[config.mk]
export PLATFORM = sky130hd
export DESIGN_NAME = mine_field_gen
export DESIGN_NICKNAME = d
export VERILOG_FILES = /design/src/rtl/mine_field_gen.sv
export SDC_FILE = /design/constraint.sdc
export NUM_CORES = 1
export LEC_CHECK = 0
export CAP_MARGIN = 20
export CORE_MARGIN = 4
export CORE_UTILIZATION = 45
export CTS_CLUSTER_DIAMETER = 100
export CTS_CLUSTER_SIZE = 30
export DETAILED_ROUTE_END_ITERATION = 6
export PLACE_DENSITY = 0.65
export SLEW_MARGIN = 20
export SYNTH_ARGS = -nofsm -noshare
export SYNTH_HDL_FRONTEND = slang
export SYNTH_SLANG_ARGS = --single-unit
[constraint.sdc]
create_clock -name clock -period 7.2 [get_ports clock]
set_input_delay 0.72 -clock clock [delete_from_list [all_inputs] [get_ports clock]]
set_output_delay 0.72 -clock clock [all_outputs]
set_load 0.01 [all_outputs]
[src/rtl/mine_field_gen.sv]
`timescale 1ns/1ps
// Minesweeper minefield generator: clears the map, drops MINES mines from a free-running LFSR outside the 3x3 zone around the first click, then answers cell queries.
// Latency: CLEAR takes ROWS*COLS cycles, PLACE takes MINES cycles plus one per rejected candidate, and a query responds 10 cycles after accept.
// Backpressure: start is taken only in IDLE/READY and query_valid only while query_ready; anything offered at other times is dropped.
module mine_field_gen #(
    parameter int          ROWS  = 8,
    parameter int          COLS  = 8,
    parameter int          MINES = 10,
    parameter logic [31:0] SEED  = 32'hFE37C0DE,
    localparam int         RW    = (ROWS > 1) ? $clog2(ROWS) : 1,
    localparam int         CW    = (COLS > 1) ? $clog2(COLS) : 1
) (
    input  logic          clock,
    input  logic          reset,
    input  logic          start,
    input  logic [RW-1:0] safe_row,
    input  logic [CW-1:0] safe_col,
    output logic          busy,
    output logic          done,
    output logic          query_ready,
    input  logic          query_valid,
    input  logic [RW-1:0] query_row,
    input  logic [CW-1:0] query_col,
    output logic          rsp_valid,
    output logic          rsp_mine,
    output logic [3:0]    rsp_count
);

    localparam int CELLS = ROWS * COLS;
    localparam int AW    = $clog2(CELLS);
    localparam int PW    = $clog2(MINES + 1);

    localparam logic [AW:0]   CELLS_X   = (AW+1)'(CELLS);
    localparam logic [AW-1:0] LAST_ADDR = AW'(CELLS - 1);
    localparam logic [AW-1:0] COLS_A    = AW'(COLS);
    localparam logic [PW-1:0] LAST_MINE = PW'(MINES - 1);
    localparam logic [RW:0]   ROWS_X    = (RW+1)'(ROWS);
    localparam logic [CW:0]   COLS_X    = (CW+1)'(COLS);

    typedef enum logic [2:0] {
        S_IDLE,
        S_CLEAR,
        S_PLACE,
        S_READY,
        S_QUERY
    } state_t;

    state_t          state_q, state_d;

    logic [31:0]     lfsr_q;
    logic            lfsr_fb;

    logic [RW-1:0]   safe_r_q, qrow_q;
    logic [CW-1:0]   safe_c_q, qcol_q;
    logic [AW-1:0]   clear_addr_q;
    logic [PW-1:0]   placed_q;
    logic [3:0]      scan_q;
    logic [3:0]      acc_q;
    logic            centre_q;
    logic            done_q;
    logic            rsp_valid_q;
    logic            rsp_mine_q;
    logic [3:0]      rsp_count_q;

    // Mine map; contents are meaningless until a CLEAR pass has run.
    logic [CELLS-1:0] map_q;

    logic [RW-1:0]   cand_row;
    logic [CW-1:0]   cand_col;
    logic            cand_in, cand_safe, cand_ok, place_last;
    logic [AW-1:0]   cand_addr;

    logic            go_up, go_dn, go_lt, go_rt;
    logic [RW:0]     nb_row;
    logic [CW:0]     nb_col;
    logic            nb_in, nb_bit;
    logic [AW-1:0]   nb_addr;

    logic [AW-1:0]   map_addr;
    logic            map_rd, map_we, map_wd;

    logic            start_take, query_take;

    assign lfsr_fb  = lfsr_q[22] ^ lfsr_q[2] ^ lfsr_q[1] ^ lfsr_q[0];
    assign cand_row = lfsr_q[RW+CW-1:CW];
    assign cand_col = lfsr_q[CW-1:0];

    assign start_take = start && ((state_q == S_IDLE) || (state_q == S_READY));
    assign query_take = query_valid && !start && (state_q == S_READY);

    // Candidate screening: inside the board, outside the first-click 3x3 zone, cell still empty.
    always_comb begin
        cand_in   = ({1'b0, cand_row} < ROWS_X) && ({1'b0, cand_col} < COLS_X);
        cand_safe = ({1'b0, cand_row} + (RW+1)'(1) >= {1'b0, safe_r_q}) &&
                    ({1'b0, cand_row} <= {1'b0, safe_r_q} + (RW+1)'(1)) &&
                    ({1'b0, cand_col} + (CW+1)'(1) >= {1'b0, safe_c_q}) &&
                    ({1'b0, cand_col} <= {1'b0, safe_c_q} + (CW+1)'(1));
        cand_addr = AW'(cand_row) * COLS_A + AW'(cand_col);
        cand_ok   = cand_in && !cand_safe && !map_rd;
        place_last = cand_ok && (placed_q == LAST_MINE);
    end

    // Neighbour walk: scan step 0 is the centre, 1..8 are NW, N, NE, W, E, SW, S, SE.
    always_comb begin
        go_up = 1'b0;
        go_dn = 1'b0;
        go_lt = 1'b0;
        go_rt = 1'b0;
        case (scan_q)
            4'd1:    begin go_up = 1'b1; go_lt = 1'b1; end
            4'd2:    go_up = 1'b1;
            4'd3:    begin go_up = 1'b1; go_rt = 1'b1; end
            4'd4:    go_lt = 1'b1;
            4'd5:    go_rt = 1'b1;
            4'd6:    begin go_dn = 1'b1; go_lt = 1'b1; end
            4'd7:    go_dn = 1'b1;
            4'd8:    begin go_dn = 1'b1; go_rt = 1'b1; end
            default: ;
        endcase
        nb_row = {1'b0, qrow_q};
        nb_col = {1'b0, qcol_q};
        if (go_up) nb_row = nb_row - (RW+1)'(1);
        if (go_dn) nb_row = nb_row + (RW+1)'(1);
        if (go_lt) nb_col = nb_col - (CW+1)'(1);
        if (go_rt) nb_col = nb_col + (CW+1)'(1);
        // Stepping off row/col 0 wraps to all-ones, which the range check rejects: no edge wrap.
        nb_in   = (nb_row < ROWS_X) && (nb_col < COLS_X);
        nb_addr = AW'(nb_row) * COLS_A + AW'(nb_col);
        nb_bit  = nb_in && map_rd;
    end

    // Single map port: the address comes from whichever phase owns the map this cycle.
    assign map_rd = ({1'b0, map_addr} < CELLS_X) ? map_q[map_addr] : 1'b0;

    // State register.
    always_ff @(posedge clock or posedge reset) begin
        if (reset) begin
            state_q <= S_IDLE;
        end else begin
            state_q <= state_d;
        end
    end

    // Next-state logic; start beats a simultaneous query in READY.
    always_comb begin
        state_d = state_q;
        case (state_q)
            S_IDLE:  if (start) state_d = S_CLEAR;
            S_CLEAR: if (clear_addr_q == LAST_ADDR) state_d = S_PLACE;
            S_PLACE: if (place_last) state_d = S_READY;
            S_READY: begin
                if (start)            state_d = S_CLEAR;
                else if (query_valid) state_d = S_QUERY;
            end
            S_QUERY: if (scan_q == 4'd8) state_d = S_READY;
            default: state_d = S_IDLE;
        endcase
    end

    // State-decoded outputs and map port control.
    always_comb begin
        busy        = 1'b0;
        query_ready = 1'b0;
        map_addr    = '0;
        map_we      = 1'b0;
        map_wd      = 1'b0;
        case (state_q)
            S_CLEAR: begin
                busy     = 1'b1;
                map_addr = clear_addr_q;
                map_we   = 1'b1;
                map_wd   = 1'b0;
            end
            S_PLACE: begin
                busy     = 1'b1;
                map_addr = cand_addr;
                map_we   = cand_ok;
                map_wd   = 1'b1;
            end
            S_READY: query_ready = 1'b1;
            S_QUERY: map_addr = nb_addr;
            default: ;
        endcase
    end

    // Map storage is deliberately unreset; CLEAR initialises it before any use.
    always_ff @(posedge clock) begin
        if (map_we) begin
            map_q[map_addr] <= map_wd;
        end
    end

    // LFSR free-runs in every state so the player's timing perturbs the layout.
    always_ff @(posedge clock or posedge reset) begin
        if (reset) begin
            lfsr_q <= SEED;
        end else begin
            lfsr_q <= (lfsr_q << 1) | {31'd0, lfsr_fb};
        end
    end

    // Game setup counters: safe cell latch, clear sweep, placed-mine count.
    always_ff @(posedge clock or posedge reset) begin
        if (reset) begin
            safe_r_q     <= '0;
            safe_c_q     <= '0;
            clear_addr_q <= '0;
            placed_q     <= '0;
            done_q       <= 1'b0;
        end else begin
            done_q <= (state_q == S_PLACE) && place_last;
            if (start_take) begin
                safe_r_q     <= safe_row;
                safe_c_q     <= safe_col;
                clear_addr_q <= '0;
            end else if (state_q == S_CLEAR) begin
                clear_addr_q <= clear_addr_q + AW'(1);
                if (clear_addr_q == LAST_ADDR) begin
                    placed_q <= '0;
                end
            end else if ((state_q == S_PLACE) && cand_ok) begin
                placed_q <= placed_q + PW'(1);
            end
        end
    end

    // Query engine: latch coordinates, walk nine cells, register the answer on the last step.
    always_ff @(posedge clock or posedge reset) begin
        if (reset) begin
            qrow_q      <= '0;
            qcol_q      <= '0;
            scan_q      <= '0;
            acc_q       <= '0;
            centre_q    <= 1'b0;
            rsp_valid_q <= 1'b0;
            rsp_mine_q  <= 1'b0;
            rsp_count_q <= '0;
        end else begin
            rsp_valid_q <= 1'b0;
            if (query_take) begin
                qrow_q <= query_row;
                qcol_q <= query_col;
                scan_q <= '0;
                acc_q  <= '0;
            end else if (state_q == S_QUERY) begin
                scan_q <= scan_q + 4'd1;
                if (scan_q == 4'd0) begin
                    centre_q <= nb_bit;
                end else begin
                    acc_q <= acc_q + {3'b000, nb_bit};
                end
                if (scan_q == 4'd8) begin
                    rsp_valid_q <= 1'b1;
                    rsp_mine_q  <= centre_q;
                    rsp_count_q <= acc_q + {3'b000, nb_bit};
                end
            end
        end
    end

    assign done      = done_q;
    assign rsp_valid = rsp_valid_q;
    assign rsp_mine  = rsp_mine_q;
    assign rsp_count = rsp_count_q;

endmodule
# [Yosys cells after proc, flatten, opt, wreduce, memory -nomap -nowiden]
# Cells that the tools add are included.
# Widths: inputs -> output; s select.
[classes] n_reduce_logical=32 n_shift=0 bitwise_logic=6 mul=0 muxes=38 n_addsub=14 eq_ne=20 order_cmp=8 n_div=0
[ops] operator="$bwmux 64" n=1
[ops] operator="$mux 4" n=12
[ops] operator="$or 23x1->23" n=1
[ops] operator="$mux 3" n=6
[ops] operator="$pmux 6 s3" n=1
[ops] operator="$add 3x1->4 const B" n=4
[ops] operator="$add 4x1->4 const B" n=4
[ops] operator="$eq 4x3->1 const B" n=4
[ops] operator="$pmux 3 s5" n=1
[ops] operator="$logic_and 1x1->1" n=13
[ops] operator="$mux 1" n=12
[ops] operator="$mux 6" n=2
[ops] operator="$reduce_or 3->1" n=4
[ops] operator="$reduce_and 3->1" n=3
[ops] operator="$eq 4x2->1 const B" n=2
[ops] operator="$eq 4x4->1 const B" n=2
[ops] operator="$ge 4x3->1" n=2
[ops] operator="$le 3x4->1" n=2
[ops] operator="$lt 4x4->1 const B" n=2
[ops] operator="$ne 2x2->1 const B" n=4
[ops] operator="$sub 3x1->4 const B" n=2
[ops] operator="$lt 6x7->1 const B" n=1
[ops] operator="$add 6x1->6 const B" n=1
[ops] operator="$add 6x3->6" n=1
[ops] operator="23 further kinds" n=31
[word_totals] memories=0 register_bits=128 mem_bits_ro=0 latch_bits=0 ramBits=0 out_inout_bits=9 elab_cells=134

# [Logic depth before layout (Yosys ltp)]
# Gate-level depths: netlist of the first run.
[depth] ltp_word=15 depth_mapped=26 ltp_nobuf=24

# [Least setup slack after synthesis of the first run]
# Ideal clock, no wire load.
[synth_path] kind="reg-to-reg" start="register scan_q[0]" end="register acc_q[3]" setup_time_ns=0.128 period_less_slack_ns=4.626 t_arrival_ns=4.498 slack_ns=2.574 t_required_ns=7.072 path_stages_with_launch=24 path_cell_list="dfrtp_1 > inv_1 > ha_1 > buf_2 > or3b_1 > a21oi_1 > or2_2 > ha_1 > nor3b_1 > mux2i_1 > and3_1 > o31ai_2 > buf_2 > nand2_1 > o221ai_1 > o21ai_0 > o32a_4 > and2_1 > nor3_1 > ha_1 > nand3_1 > and3_1 > o21ai_0 > o31ai_1"
[synth_between] elab_chain_len=15 word_cells_on_any_way=37 classes_between="4 x add/sub; 2 x order compare; 9 x eq/ne; 14 x mux; 8 x reduce/logical"
[synth_rtl] item="start: declaration" line_no="57" rtl="logic [3:0] scan_q;"
[synth_rtl] item="start signal: assignment" line_no="246" rtl="scan_q <= scan_q + 4'd1;"
[synth_rtl] item="$eq 4x3->1 (tied with other cells)" line_no="109" rtl="case (scan_q)"
[synth_rtl] item="$reduce_or 3->1 (no source line)"
[synth_rtl] item="$mux 1" line_no="109"
[synth_rtl] item="$mux 4, on equally long branches" line_no="124, 122"
[synth_rtl] item="$add 4x1->4, on equally long branches" line_no="125, 123"
[synth_rtl] item="$mux 4, on equally long branches" line_no="125, 123"
[synth_rtl] item="$add 6x4->6" line_no="128" rtl="nb_addr = AW'(nb_row) * COLS_A + AW'(nb_col);"
[synth_rtl] item="$pmux 6 s3" line_no="167" rtl="case (state_q)"
[synth_rtl] item="$bmux 1 s6" line_no="133" rtl="assign map_rd = ({1'b0, map_addr} < CELLS_X) ? map_q[map_addr] : 1'b0;"
[synth_rtl] item="$mux 1 (implied by the code)" line_no="133"
[synth_rtl] item="$logic_and 1x1->1 (*)" line_no="129" rtl="nb_bit = nb_in && map_rd;"
[synth_rtl] item="via nb_bit" line_no="76" rtl="logic nb_in, nb_bit;"
[synth_rtl] item="$add 4x1->4 (*)" line_no="250" rtl="acc_q <= acc_q + {3'b000, nb_bit};"
[synth_rtl] item="$mux 4 (*)" line_no="247" rtl="if (scan_q == 4'd0) begin"
[synth_rtl] item="$mux 4 (*)" line_no="245" rtl="end else if (state_q == S_QUERY) begin"
[synth_rtl] item="$mux 4 (*)" line_no="240" rtl="if (query_take) begin"
[synth_rtl] item="end signal: assignment" line_no="250"
[synth_rtl] item="end: declaration" line_no="58" rtl="logic [3:0] acc_q;"
# Mark *: on every way through the listed nets, which the timed path passes. The rest lies on a longest branch. The select of a mux whose other input is x is not followed.
# A chain may end at the register's enable or synchronous reset.

# [Worst setup path in the final report of the first run]
# Ends and elaborated chain as after synthesis.

==> results of run 1 <==
## logic make-up (layout without fill, tap and decap cells)
logic type,Yosys count,in the layout
AO/OA/AOI/OAI,156,156
buffers and inverters,66,95
XOR/XNOR,20,20
flip-flops,128,128
AND/OR/NAND/NOR,255,255
adder cells (fa/ha/maj),31,31
multiplexers,19,19
## flip-flops by register name (all words and copies together) (netlist names)
name          cells
acc_q             4
centre_q          1
clear_addr_q      6
done              1
lfsr_q           23
map_q            64
placed_q          4
qcol_q            3
qrow_q            3
rsp_count         4
rsp_mine          1
rsp_valid         1
safe_c_q          3
safe_r_q          3
scan_q            4
state_q           3
## worst min-delay path by stage
stage / start / to / slack [ns] / cells past startpoint
3_5_place_dp: lfsr_q[12] / lfsr_q[13] / 0.34 / 0
2_1_floorplan: lfsr_q[9] / lfsr_q[10] / 0.33 / 0
6_report: lfsr_q[10] / lfsr_q[11] / 0.35 / 0
4_1_cts: lfsr_q[10] / lfsr_q[11] / 0.35 / 0
3_3_place_gp: lfsr_q[9] / lfsr_q[10] / 0.33 / 0
5_1_grt: lfsr_q[10] / lfsr_q[11] / 0.35 / 0
## metal layers
layer  routed length, um  up-vias
li1                    -     2550
met2                8360      215
met4                 493        0
met3                1120       48
met1                7390     2678
met5                   0        -
## cell usage after synthesis, types with 7 or more instances
cell type,n
o21ai_0,36
nor4_1,9
mux2i_1,10
nor3_2,37
dfstp_2,13
a21oi_1,22
ha_1,31
inv_1,31
nor3_1,26
buf_2,9
nand2_1,70
xnor2_1,8
nor2_1,37
edfxtp_1,64
buf_6,8
o31ai_1,8
a221oi_1,7
mux2_2,8
dfrtp_1,51
nand3_1,25
clkbuf_1,14
xor2_1,11
a21o_1,10
## stage by stage
step | power, uW | cell area (um^2)
floorplan | 2030 | 7290
global placement | 2240 | 7670
detailed placement | 2300 | 7670
CTS | 3150 | 8250
global route | 3360 | 8270
finish | 3150 | 8270
## worst register-to-register path, delay by kind of cell, from the launching register on
kind / cells / cell delay, ns
AO/OA/AOI/OAI: 7 / 2.22
adder cells (fa/ha/maj): 3 / 0.73
buffers and inverters: 1 / 0.11
flip-flops: 1 / 0.41
multiplexers: 1 / 0.15
AND/OR/NAND/NOR: 9 / 2.09
## where the power goes
part | internal [uW] | switching [uW]
combinational | 449 | 833
sequential | 927 | 104
clock | 515 | 326
## area by class of cell
cell class	count	area share
Clock buffer	21	0.0583
Clock inverter	11	0.0126
Inverter	31	0.0141
Multi-Input combinational cell	481	0.418
Sequential cell	128	0.428
Tap cell	216	0.0327
Timing Repair Buffer	32	0.0363
==> impl_metrics.json, run 1 <==
{
  "multi_input_area_mm2": 0.00345,
  "fin_util": 0.520,
  "crit_arrival_ns": 6.09,
  "cts_htree_levels": 4,
  "rr_startpoint": "scan_q[0]",
  "relSlewSlack": 0.343,
  "diodes": 0,
  "clk_latency_ns": 0.42,
  "cts-root-buf": "clkbuf_16",
  "drive_above_1_share": 0.185,
  "ant_nets": 0,
  "die-area_mm2": 0.0183,
  "finalWorstSetupSlack_ns": 1.40,
  "pwr_density_cell_mw_per_mm2": 382,
  "drv_cap": 0,
  "cp-startpoint": "scan_q[0]",
  "die_h_um": 135,
  "final_nets": 738,
  "startpoint_type": "register",
  "io-pin-count": 25,
  "yosysSeqAreaShare": 0.486,
  "synth_top_family_by_area": "simple AND/OR/NAND/NOR gates",
  "synth_mux_area_frac": 0.0282,
  "initial_core_util": 0.459,
  "ys_top_cells_by_area": "edfxtp_1, dfrtp_1, ha_1",
  "clock_sinks": 128,
  "rows": 46,
  "crit_family": "compound AO/OA/AOI/OAI gates",
  "cts_tree": "yes",
  "worst_pin_slew_ns": 0.981,
  "synth_cell_types": 87,
  "grt_use_met2": 0.322,
  "cpMostUsedCell": "ha_1",
  "crit_path_end": "acc_q[3]",
  "grt_max_degree": 65,
  "dr.pass1.iters": 5,
  "crit_cells": 21,
  "hold_ws_ns": 0.352,
  "outcome": "finished clean",
  "worstPathMaxFanout": 19,
  "ys.flop_type": "edfxtp_1",
  "r2r_end": "acc_q[3]",
  "skew_ns": 0.00803,
  "setup_viol": 0,
  "postCtsSetupBuffers": 0,
  "clk_pin_slew_worst_paths_ns": 0.06,
  "ys_warn_count": 0,
  "yosys.area_share.simple": 0.201,
  "grt_pass1_wl_um": 28600,
  "worstSetupPathType": "reg2reg",
  "viasPerCell": 5.97,
  "stdcell_count": 920,
  "synth_compound_area_frac": 0.160,
  "finalHoldViolCount": 0,
  "final_common_cell": "nand2_1",
  "synth-edff-count": 64,
  "critPathBufInv": 1,
  "place_hpwl_um": 11700,
  "antenna_found_initial": 0,
  "netlist_instances": 675,
  "fillers": 1404,
  "avgSynthCellArea_um2": 10.8,
  "synthAdderAreaFrac": 0.0532,
  "async_flop_share": 0.500,
  "drt-initial-drc-count": 448,
  "syn_nets": 722,
  "netlist_area_mm2": 0.00729,
  "portBuffers": 24,
  "area_growth_pct": 13.4,
  "core_region_area_mm2": 0.0159,
  "fin_crit_sh": 0.806,
  "timing.final.max_slew_violations": 0,
  "cp.required_ns": 7.49,
  "layout_common_cells": "nand2_1, edfxtp_1, dfrtp_1, nor2_1, nor3_2",
  "top_usage_layer": "met2",
  "critPathMaxStageDelay_ns": 0.65,
  "r2r_slack_ns": 1.40,
  "p_leak_uw": 0.00316,
  "rsz0062_at_grt": "false",
  "grt-ovfl-total": 0,
  "wl_per_cell_um": 18.9,
  "cts_buffers": 17,
  "critPathCaptureType": "register",
  "setup-tns-final_ns": 0,
  "synth_largest_area_cell": "edfxtp_1",
  "dp_slack_ns": 1.45,
  "cp_slowest_cell": "o31a_1",
  "ys_ff_latch": 128,
  "route.detailed.drc": 0,
  "yosys.area.top_type_share": 0.264,
  "synth_xor_area_frac": 0.0261,
  "ff_latch_area_mm2": 0.00354,
  "grt_pass1_vias": 5579,
  "period_needed_ns": 5.80,
  "drt_wl_total_um": 17400,
  "hold_buffers": 0,
  "grt_use_met3": 0.0442,
  "dp.cells": 888,
  "cts_resized": 0,
  "vias": 5491,
  "max_freq_mhz": 172,
  "place_congestion": 0.946,
  "peakVddDrop_mv": 0.210,
  "clockBufferDepth": 2,
  "met1_usage": 0.256,
  "fp.dieW_um": 135,
  "rr_worst_depth": 21,
  "crit_path_cell_trace": "inv_1 > ha_1 > or3b_1 > a21oi_1 > or2_2 > ha_1 > nor3b_1 > mux2i_1 > a21oi_1 > o31a_1 > nand2_4 > o22a_1 > a311oi_1 > nor3_1 > and2_1 > nor3_1 > ha_1 > nand3_1 > and3_1 > o21ai_0 > o31ai_1",
  "hold_class": "reg2reg",
  "grt.total_usage": 0.198
}
Note: power is estimated with default switching activity, not from simulation.
==> run 2, diff against run 1 <==
--- a/config.mk
+++ b/config.mk
@@ -11,7 +11,7 @@
 export CTS_CLUSTER_DIAMETER = 100
 export CTS_CLUSTER_SIZE = 30
 export DETAILED_ROUTE_END_ITERATION = 6
-export PLACE_DENSITY = 0.65
+export PLACE_DENSITY = 0.67
 export SLEW_MARGIN = 20
 export SYNTH_ARGS = -nofsm -noshare
 export SYNTH_HDL_FRONTEND = slang
==> constraint.sdc (replaced) <==
create_clock -name clock -period 4.6 [get_ports clock]
set_input_delay 0.46 -clock clock [delete_from_list [all_inputs] [get_ports clock]]
set_output_delay 0.46 -clock clock [all_outputs]
set_load 0.01 [all_outputs]
==> run 2 against run 1 <==
The flow now finishes with violations (negative setup slack). Combinational power is 120% higher. Sequential share of layout area decreased by 4.9 points. Critical path depth is the same. Power is 83% higher. Die area did not move. Clock power grew 53%. Clock-buffer cell count grew 1. First-iteration DRC count rose by 16%. Clock skew increased by 0.0045 ns. Non-clock buffer count increased by 81. Design area rose by 13%. Global-route usage grew 1.4 points. Critical path type unchanged. Critical endpoint is now map_q[1]. Highest routed layer unchanged.
==> impl_metrics.json, run 2 (synthesized netlist as in run 1, its figures left out) <==
{
  "outcome": "finished with violations",
  "violations": "negative setup slack",
  "r2r_end": "map_q[1]",
  "rr_worst_depth": 21,
  "cts_buffers": 17,
  "peakVddDrop_mv": 0.326,
  "multi_input_area_mm2": 0.00383,
  "io-pin-count": 25,
  "ff_latch_area_mm2": 0.00354,
  "hold_buffers": 0,
  "rows": 46,
  "drive_above_1_share": 0.339,
  "drt_wl_total_um": 19300,
  "rsz0062_at_grt": "true",
  "place_hpwl_um": 12900,
  "grt_max_degree": 65,
  "r2r_slack_ns": -0.05,
  "relSlewSlack": 0.327,
  "fin_crit_sh": 1.01,
  "hold_class": "reg2reg",
  "final_nets": 821,
  "cts_tree": "yes",
  "timing.final.max_slew_violations": 0,
  "rr_startpoint": "scan_q[0]",
  "clockBufferDepth": 2,
  "clk_pin_slew_worst_paths_ns": 0.06,
  "finalWorstSetupSlack_ns": -0.0530,
  "grt.total_usage": 0.211,
  "portBuffers": 24,
  "fp.dieW_um": 135,
  "min_to": "lfsr_q[12]",
  "power_uw": 5760,
  "skew_ns": 0.0125,
  "ant_nets": 0,
  "clk_latency_ns": 0.43,
  "whs_path_depth": 0,
  "pwr_density_cell_mw_per_mm2": 618,
  "dr.pass1.iters": 6,
  "initial_core_util": 0.459,
  "die_h_um": 135,
  "wl_per_cell_um": 19.3,
  "drv_cap": 0,
  "top_register": "map_q",
  "route.detailed.drc": 0,
  "setup-tns-final_ns": -0.197,
  "cts_htree_levels": 4,
  "p_leak_uw": 0.00368,
  "worst_pin_slew_ns": 1.00,
  "diodes": 0,
  "clock_sinks": 128,
  "core_region_area_mm2": 0.0159,
  "grt_pass1_wl_um": 30000,
  "worstSetupPathType": "reg2reg",
  "top_regs": "map_q x64, lfsr_q x23, clear_addr_q x6",
  "layout_common_cells": "buf_4, nand2_1, edfxtp_1, dfrtp_1, nor3_2",
  "place_congestion": 0.957,
  "setup_viol": 12,
  "area_growth_pct": 28.0,
  "largest_reg_flops": 64,
  "period_needed_ns": 4.65,
  "drt-initial-drc-count": 518,
  "final_common_cell": "buf_4",
  "grt_pass1_vias": 5761,
  "cts-root-buf": "clkbuf_16",
  "die-area_mm2": 0.0183,
  "worstPathMaxFanout": 11,
  "hp-start": "lfsr_q[11]",
  "finalHoldViolCount": 0,
  "max_freq_mhz": 215,
  "viasPerCell": 5.86,
  "grt-ovfl-total": 0,
  "critPathCaptureType": "register",
  "fillers": 1297,
  "crit_arrival_ns": 4.77,
  "vias": 5881,
  "cp.required_ns": 4.72,
  "startpoint_type": "register",
  "antenna_found_initial": 0
}
## run 2: cell count changes in the layout (fill, tap and decap cells not counted), sizes merged
cell / previous run / this run
a21oi: 25 / 27
buf: 8 / 87
bufinv: 1 / 0
clkbuf: 21 / 24
clkinv: 5 / 3
clkinvlp: 3 / 0
inv: 33 / 38
## run 2: stage by stage
stage | hold slack (ns) | area (um^2) | setup slack, ns | util | instances
6_report | 0.348 | 9330 | -0.0530 | 0.587 | 1003
5_1_grt | 0.353 | 9330 | -0.214 | 0.587 | 1003
4_1_cts | 0.352 | 8870 | -0.00673 | 0.559 | 992
3_5_place_dp | 0.338 | 8190 | -0.216 | 0.516 | 955
3_3_place_gp | 0.335 | 8190 | -0.0918 | 0.516 | 955
2_1_floorplan | 0.331 | 7290 | 0.0114 | - | 675
## run 2: repair_timing
action / 4_1_cts / 5_1_grt
hold endpoints to repair: 0 / 0
pin swaps: 7 / 23
setup endpoints to repair: 64 / 74
gates cloned: 1 / 3
buffers inserted: 4 / 9
resized for setup: 18 / 67
## run 2: layout make-up
type	instances	share of cell area
flip-flops and latches	128	0.379
inverters	31	0.0125
repair buffers	113	0.108
clock inverters	10	0.00751
clock buffers	22	0.0531
multi-input cells	483	0.411
well taps	216	0.0290
## run 2: worst max path at each step
stage                         to  cells past startpoint  startpoint
floorplan           rsp_count[1]                     21   scan_q[0]
global placement       map_q[21]                     17   scan_q[0]
detailed placement     map_q[23]                     21   scan_q[0]
CTS                 rsp_count[1]                     22   scan_q[0]
global route        rsp_count[3]                     24   scan_q[1]
finish                  map_q[1]                     21   scan_q[0]
## run 2: power by group
group	internal (uW)	switching (uW)
Clock	768	517
Combinational	1240	1620
Sequential	1450	165
## run 2: layer usage
layer	vias to the layer above	global-route usage	part of all wire
met5	-	0	0
met4	0	0.0778	0.020
li1	2719	-	-
met1	2917	0.277	0.43
met2	215	0.345	0.49
met3	30	0.0461	0.058
## run 2: worst max-delay path: stages, from the launching register on
cell and delay (ns):
dfrtp_1 0.36, inv_1 0.12, ha_4 0.20, or3b_4 0.43, a21oi_2 0.17, or2_4 0.14
ha_4 0.14, nor2b_1 0.07, a221oi_2 0.27, buf_4 0.19, a21oi_2 0.07, o31a_1 0.28
buf_12 0.15, buf_12 0.12, nand3_1 0.07, a21oi_1 0.11, buf_4 0.15, o311ai_2 0.34
and4_4 0.37, a21oi_4 0.14, buf_6 0.22, nor3_1 0.23
